## src/rtl/image_buffer_reader.sv

```systemverilog
// Streams a run of bytes out of a single-cycle-latency image buffer onto a valid/ready sink.
// Each address is held for two cycles (FETCH, CAPTURE) so the registered read data lines up with it.
module image_buffer_reader (
    input  logic        clock_in,
    input  logic        reset_in,
    input  logic        start_in,
    input  logic [15:0] start_address_in,
    input  logic [16:0] byte_count_in,
    input  logic        abort_in,
    output logic [15:0] buffer_read_address_out,
    input  logic [7:0]  buffer_read_data_in,
    output logic        buffer_read_active_out,
    output logic [7:0]  data_out,
    output logic        data_valid_out,
    input  logic        data_ready_in,
    output logic        data_last_out,
    output logic        busy_out,
    output logic        done_out
);

    typedef enum logic [1:0] {IDLE, FETCH, CAPTURE, DRAIN} state_t;

    state_t      state, state_next;
    logic [15:0] address;
    logic [16:0] remaining;
    logic        handshake;
    logic        load;
    logic        launch;
    logic        cancel;
    logic        done_next;

    assign handshake = data_valid_out && data_ready_in;
    assign load      = (state == CAPTURE) && (!data_valid_out || data_ready_in);
    assign launch    = (state == IDLE) && start_in && (byte_count_in != 17'd0);
    assign cancel    = abort_in && (state != IDLE);

    assign buffer_read_address_out = address;
    assign busy_out                = (state != IDLE);
    assign buffer_read_active_out  = busy_out;

    always_ff @(posedge clock_in) begin
        if (reset_in) state <= IDLE;
        else          state <= state_next;
    end

    always_comb begin
        state_next = state;
        done_next  = 1'b0;
        case (state)
            IDLE: begin
                if (start_in) begin
                    if (byte_count_in != 17'd0) state_next = FETCH;
                    else                        done_next  = 1'b1;
                end
            end
            FETCH:   state_next = CAPTURE;
            CAPTURE: begin
                if (load) state_next = (remaining > 17'd1) ? FETCH : DRAIN;
            end
            DRAIN: begin
                if (handshake) begin
                    state_next = IDLE;
                    done_next  = 1'b1;
                end
            end
            default: state_next = IDLE;
        endcase
        // Abort wins over any load or handshake in the same cycle.
        if (cancel) begin
            state_next = IDLE;
            done_next  = 1'b0;
        end
    end

    always_ff @(posedge clock_in) begin
        if (reset_in) begin
            address        <= 16'h0000;
            remaining      <= 17'd0;
            data_out       <= 8'h00;
            data_valid_out <= 1'b0;
            data_last_out  <= 1'b0;
            done_out       <= 1'b0;
        end else begin
            done_out <= done_next;
            if (cancel) begin
                data_valid_out <= 1'b0;
                data_last_out  <= 1'b0;
            end else begin
                if (launch) begin
                    address   <= start_address_in;
                    remaining <= byte_count_in;
                end
                if (load) begin
                    data_out       <= buffer_read_data_in;
                    data_valid_out <= 1'b1;
                    data_last_out  <= (remaining == 17'd1);
                    if (remaining > 17'd1) begin
                        address   <= address + 16'd1;
                        remaining <= remaining - 17'd1;
                    end
                end else if (handshake) begin
                    data_valid_out <= 1'b0;
                    data_last_out  <= 1'b0;
                end
            end
        end
    end

endmodule

```

## config.mk

```make
export PLATFORM = sky130hd
export DESIGN_NAME = image_buffer_reader
export DESIGN_NICKNAME = d
export VERILOG_FILES = /design/src/rtl/image_buffer_reader.sv
export SDC_FILE = /design/constraint.sdc
export NUM_CORES = 1
export LEC_CHECK = 0
export BUFFER_PORTS_ARGS = -buffer_cell sky130_fd_sc_hd__buf_4
export CORE_MARGIN = 5
export CORE_UTILIZATION = 55
export CTS_BUF_LIST = sky130_fd_sc_hd__clkbuf_2
export DETAILED_ROUTE_END_ITERATION = 10
export GPL_ROUTABILITY_DRIVEN = 1
export GPL_TIMING_DRIVEN = 0
export MAX_ROUTING_LAYER = met4
export PLACE_DENSITY_LB_ADDON = 0.3
export SYNTH_ARGS = -nofsm -noshare
export SYNTH_HDL_FRONTEND = slang
export SYNTH_SLANG_ARGS = --single-unit
export TNS_END_PERCENT = 10
```

## constraint.sdc

```tcl
create_clock -name clock_in -period 2.6 [get_ports clock_in]
set_input_delay 0.13 -clock clock_in [delete_from_list [all_inputs] [get_ports clock_in]]
set_output_delay 0.13 -clock clock_in [all_outputs]
set_load 0.01 [all_outputs]
```

* After elaboration in Yosys (flattened, before gate mapping)
Index checks and enable logic that the tools add are counted.
** Storage, ports and cells
- Register bits after elaboration :: 46
- Word-level logic and storage cells :: 52
- Bits of input ports :: 46
** Cells by class
- Reductions and logical operators :: 14
- $add $sub $neg :: 2
- Eq/ne operators :: 8
- Order comparisons :: 1
- Muxes and demuxes :: 19
- Bitwise gates (word level) :: 1
** Operator list (count)
- 17-bit 2-to-1 mux :: 3
- 16-bit 2-to-1 mux :: 3
- 17-bit by 1-bit == test with 1-bit output, second input constant :: 1
- 17-bit by 1-bit greater-than comparator with 1-bit output, second input constant :: 1
- 17-bit nonzero test :: 1
- 17-bit by 1-bit subtractor with 17-bit output, second input constant :: 1
- 16-bit by 1-bit adder with 16-bit output, second input constant :: 1
- 2-bit 2-to-1 mux :: 5
- 2-bit one-hot mux with 4 select lines :: 1
- 1-bit 2-to-1 mux :: 6
- 2-bit != test, second input constant :: 3
- 1-bit logical AND :: 5
- 2-bit == test, second input constant :: 2
- 4-bit AND reduction :: 1
- 2-bit nonzero test :: 2
- 2-bit by 1-bit == test with 1-bit output, second input constant :: 1
- 2-bit zero test :: 1
- 2-bit by 1-bit != test with 1-bit output, second input constant :: 1
- 1-bit one-hot mux with 2 select lines :: 1
- 2-bit AND reduction :: 1
- 2-bit OR reduction :: 1
- 1-bit zero test :: 1
- 1-bit logical OR :: 1
- 1-bit NOT :: 1

* Longest topological paths before layout
- Depth in word-level cells :: 6
- Mapped depth :: 9
- Gate-level depth less buffers :: 7

* Worst setup path after synthesis
No wires, ideal clock.
- Path type :: flip-flop to flip-flop
- Start :: reg remaining[10]
- End :: reg address[10] (netlist: buffer_read_address_out[10])
- Period minus slack after synthesis :: 2252 ps
- Arrival :: 2134 ps
- Path slack :: 348 ps
- Cell stages (with the launch flop) :: 8
- Cell sequence :: dfxtp_1 buf_6 or4_4 or4_4 o21ai_2 nand2_1 buf_2 o221a_2
** Between the ends
- Longest elaborated chain between the ends :: 3
** Ends and longest elaborated chain
- from (decl) :: RTL line 25 : logic [16:0] remaining;
- from (signal assigned) :: RTL line 91 : remaining <= byte_count_in;
- from (signal assigned) :: RTL line 99 : remaining <= remaining - 17'd1;
- 17-bit by 1-bit greater-than comparator with 1-bit output :: RTL line 97 : if (remaining > 17'd1) begin
- 16-bit 2-to-1 mux :: RTL line 97
- 16-bit 2-to-1 mux :: RTL line 93 : if (load) begin
- to (signal assigned) :: RTL line 90 : address <= start_address_in;
- to (signal assigned) :: RTL line 98 : address <= address + 16'd1;
- to (decl) :: RTL line 24 : logic [15:0] address;
No other way between the ends.
A chain may end at the register's enable or synchronous reset.

* Worst setup path in the final report
- Start :: reg remaining[8]
- End :: reg remaining[8]
** Between the ends
- Longest elaborated chain between the ends :: 3
- Elaborated cells on any way between the ends :: 5
- Classes of those cells :: add/sub (1); order compare (1); mux (3)
** Ends and longest elaborated chain (RTL line)
- 17-bit by 1-bit subtractor with 17-bit output, or another cell as far along :: 99
- 17-bit 2-to-1 mux :: 97
- 17-bit 2-to-1 mux (*) :: 93
Every way passes the cells marked *; elsewhere a longest branch is shown, timed or not.

==> key figures <==
GRT
  – Total track usage: 29.9%
  – Largest net degree at the start of global routing: 16
  – Grt ovf: 0
  – Vias in the first global route: 3351
  – First-pass GRT wire length: 17000 µm
  – Initial antenna violation count: 0

STA
  – Slew Limit Fails: 0
  – Final setup viols: 0
  – Setup repair after global routing missed its margin: true
  – Final Hold Fails: 0
  – Worst-Margin Slew: 700 ps
  – Setup ws final: 87.7 ps
  – Slew margin rel.: 52.9%
  – Final period util: 96.6%
  – Setup TNS: 0 ps
  – Clk_skew: 28.6 ps
  – Final Hold Slack: 41.5 ps
  – F_max: 398 MHz
  – Minimum clock period after layout: 2510 ps

Route
  – Initial drt markers: 441
  – DRT Pass-1 Iters: 5
  – # DRC: 0
  – DRT antenna net count: 0
  – DR vias/cell: 6.68
  – Via count: 3695
  – DR WL/cell: 19.3 µm
  – WL final: 10700 µm

Finish
  – Area Overhead vs Synth: 34.6%
  – Fin util: 77.3%
  – Non-Filler Instances: 553
  – # nets final: 534
  – Share of layout cells above drive strength 1: 25.7%
  – Fin area: 0.00402 mm²
  – Fill count: 397
  – Inserted Diodes: 0

Placement
  – Inst Count DP: 523
  – HPWL Detailed: 7190 µm
  – Pre-CTS setup slack: -136 ps
  – RePlAce Congestion: 0.955
  – Port bufs: 73
  – Placed Instance Area: 0.00362 mm²

CTS
  – TritonCTS buffer count: 5
  – # H-tree levels: 2
  – Worst-path clk slew: 270 ps
  – Clock Latency Late Sink: 450 ps
  – Clock root buffer: clkbuf_2
  – CTS tree: yes
  – Max Root-Sink Buffers: 2
  – Clock Sinks: 46

Floorplan
  – I/O pin cnt: 75
  – Chip Height: 83.7 µm
  – Initial Util: 57.4%
  – Die ar.: 0.00701 mm²
  – # rows: 26
  – Die Span X: 83.7 µm
  – Core area: 0.00520 mm²

Logic synthesis
  – Mux cell area share after synthesis: 5.07%
  – Syn nets: 432
  – Async S/R FF share, synth: 0%
  – Largest family of logic cells by synthesized area: compound AO/OA/AOI/OAI gates
  – Seq cells post-synth: 46
  – Compound-Gate Fraction of Synth Area: 29.6%
  – Commonest register cell after synthesis: dfxtp_1
  – Synth Area in XOR/XNOR: 0.586%
  – Mapped Area: 0.00299 mm²
  – Synth Area in Adders: 2.51%
  – Post-synthesis simple-gate area fraction: 25.0%
  – Mean post-synth cell area: 7.86 µm²
  – EDFF count, synth: 0
  – Yosys warns: 0
  – Yosys cell types: 63
  – Seq/Total Area, Yosys: 30.8%
  – Cells after Synth: 380

Critical path
  – R2r startpoint: remaining[8]
  – Crit path from: remaining[8]
  – CP required: 2990 ps
  – Critical path class: flop to flop
  – Setup crit start kind: flop
  – CP Max Fanout: 10
  – CP arrival: 2900 ps
  – CP endpoint kind: flop

Outcome
  – Status: completed

Power
  – Worst vdd ir: 749 µV
  – Clock power frac: 13.4%
  – Comb pwr share: 56.7%
  – Leak pwr: 1.59 nW
  – Sw frac: 46.1%
  – Int Pwr: 2.11 mW
  – Tot Pwr: 3.92 mW
  – Power per cell area: 974 mW/mm²
  – Seq pwr share: 29.9%
  – NetSw: 1.81 mW

Worst hold path
  – Worst hold-check path type: input pin to flop
  – Min-delay src: start_address_in[14]

Flow run
  – # Max-Cap Violations: 0
[repair_timing]
item / in CTS / in global routing
pin swaps: 0 / 1
hold buffers: 22 / 1
hold endpoints to repair: 22 / 1
setup buffers: 0 / 2
endpoints found under the setup margin: 29 / 30
resized for setup: 3 / 12
[kinds of logic after synthesis]
logic type | Yosys count
mux | 15
compound gates | 123
buf+inv | 42
xor+xnor | 2
simple gates | 146
fa+ha+maj | 6
flops | 46
[cells in the mapped netlist, types with 8 or more instances]
library cell / instances / area (µm²)
mux2i_1: 14 / 140
o221a_2: 10 / 113
nor4_1: 12 / 75.1
nor3_1: 18 / 90.1
dfxtp_1: 46 / 921
nand4_1: 8 / 50.1
nand2_1: 50 / 188
o21ai_0: 13 / 65.1
a21oi_1: 42 / 210
nor2_1: 17 / 63.8
clkbuf_1: 17 / 63.8
inv_1: 16 / 60.1
nand3_1: 14 / 70.1
[critical path, cell delays in order, from the launching register on]
cell and delay (ps):
dfxtp_1 480, or2_2 140, clkbuf_1 380, nor4_4 90
buf_4 190, a21oi_4 340, clkbuf_1 470, a21oi_1 120
o32ai_1 240
[power by group through the flow]
stage | Sequential, mW | Clock, mW | Combinational (mW)
2_1_floorplan | 1.14 | 0 | 1.35
3_3_place_gp | 1.15 | 0 | 1.92
3_5_place_dp | 1.16 | 0 | 1.96
4_1_cts | 1.14 | 0.518 | 2.02
5_1_grt | 1.20 | 0.551 | 2.37
6_report | 1.17 | 0.523 | 2.22
[routing by layer]
metal  up-vias  GRT usage (%)  wire, µm
met1      1696           37.8      4150
met3        54           5.13      1080
met4         0           11.3       369
met5         -              -         0
met2       293           47.9      5060
li1       1652              -         -
[worst paths after layout]
check                           slack (ps)  cells past startpoint                           to
worst max register to register          90                      8                 remaining[8]
worst min register to register         480                      2                  data_out[0]
worst max-delay path                    90                      8                 remaining[8]
worst min-delay path                    40                      3  buffer_read_address_out[14]
[area by class of cell]
cell class	count	area, µm²	area share (%)
multi-input combinational	292	1930	48.0
sequential	46	921	22.9
timing repair buffer	98	806	20.0
clock inverter	3	68.8	1.71
inverter	17	63.8	1.59
tap	70	87.6	2.18
clock buffer	5	25.0	0.622
buffer	22	120	2.99
[flip-flops by register name, summed over array words and instances (netlist names)]
signal / flops
remaining: 17
data_out: 8
buffer_read_address_out: 16
done_out: 1
data_last_out: 1
data_valid_out: 1
state: 2
[cell usage in the layout (no fill, tap or decap), types with 3 or more instances in the layout]
cell type and instances:
a21o_1 5, a21oi_1 41, a221oi_1 6, a22oi_1 3
and3_1 5, buf_4 75, clkbuf_1 13, clkbuf_2 6
dfxtp_1 46, dlygate4sd3_1 23, ha_1 6, inv_1 16
mux2i_1 14, nand2_1 50, nand3_1 13, nand4_1 8
nor2_1 17, nor2b_1 3, nor3_1 18, nor4_1 10
nor4_2 3, o211ai_1 3, o21ai_0 12, o221a_2 10
o22ai_1 4, o31ai_1 6, o32ai_1 6, or4_4 3
Note: power is estimated with default switching activity, not from simulation.
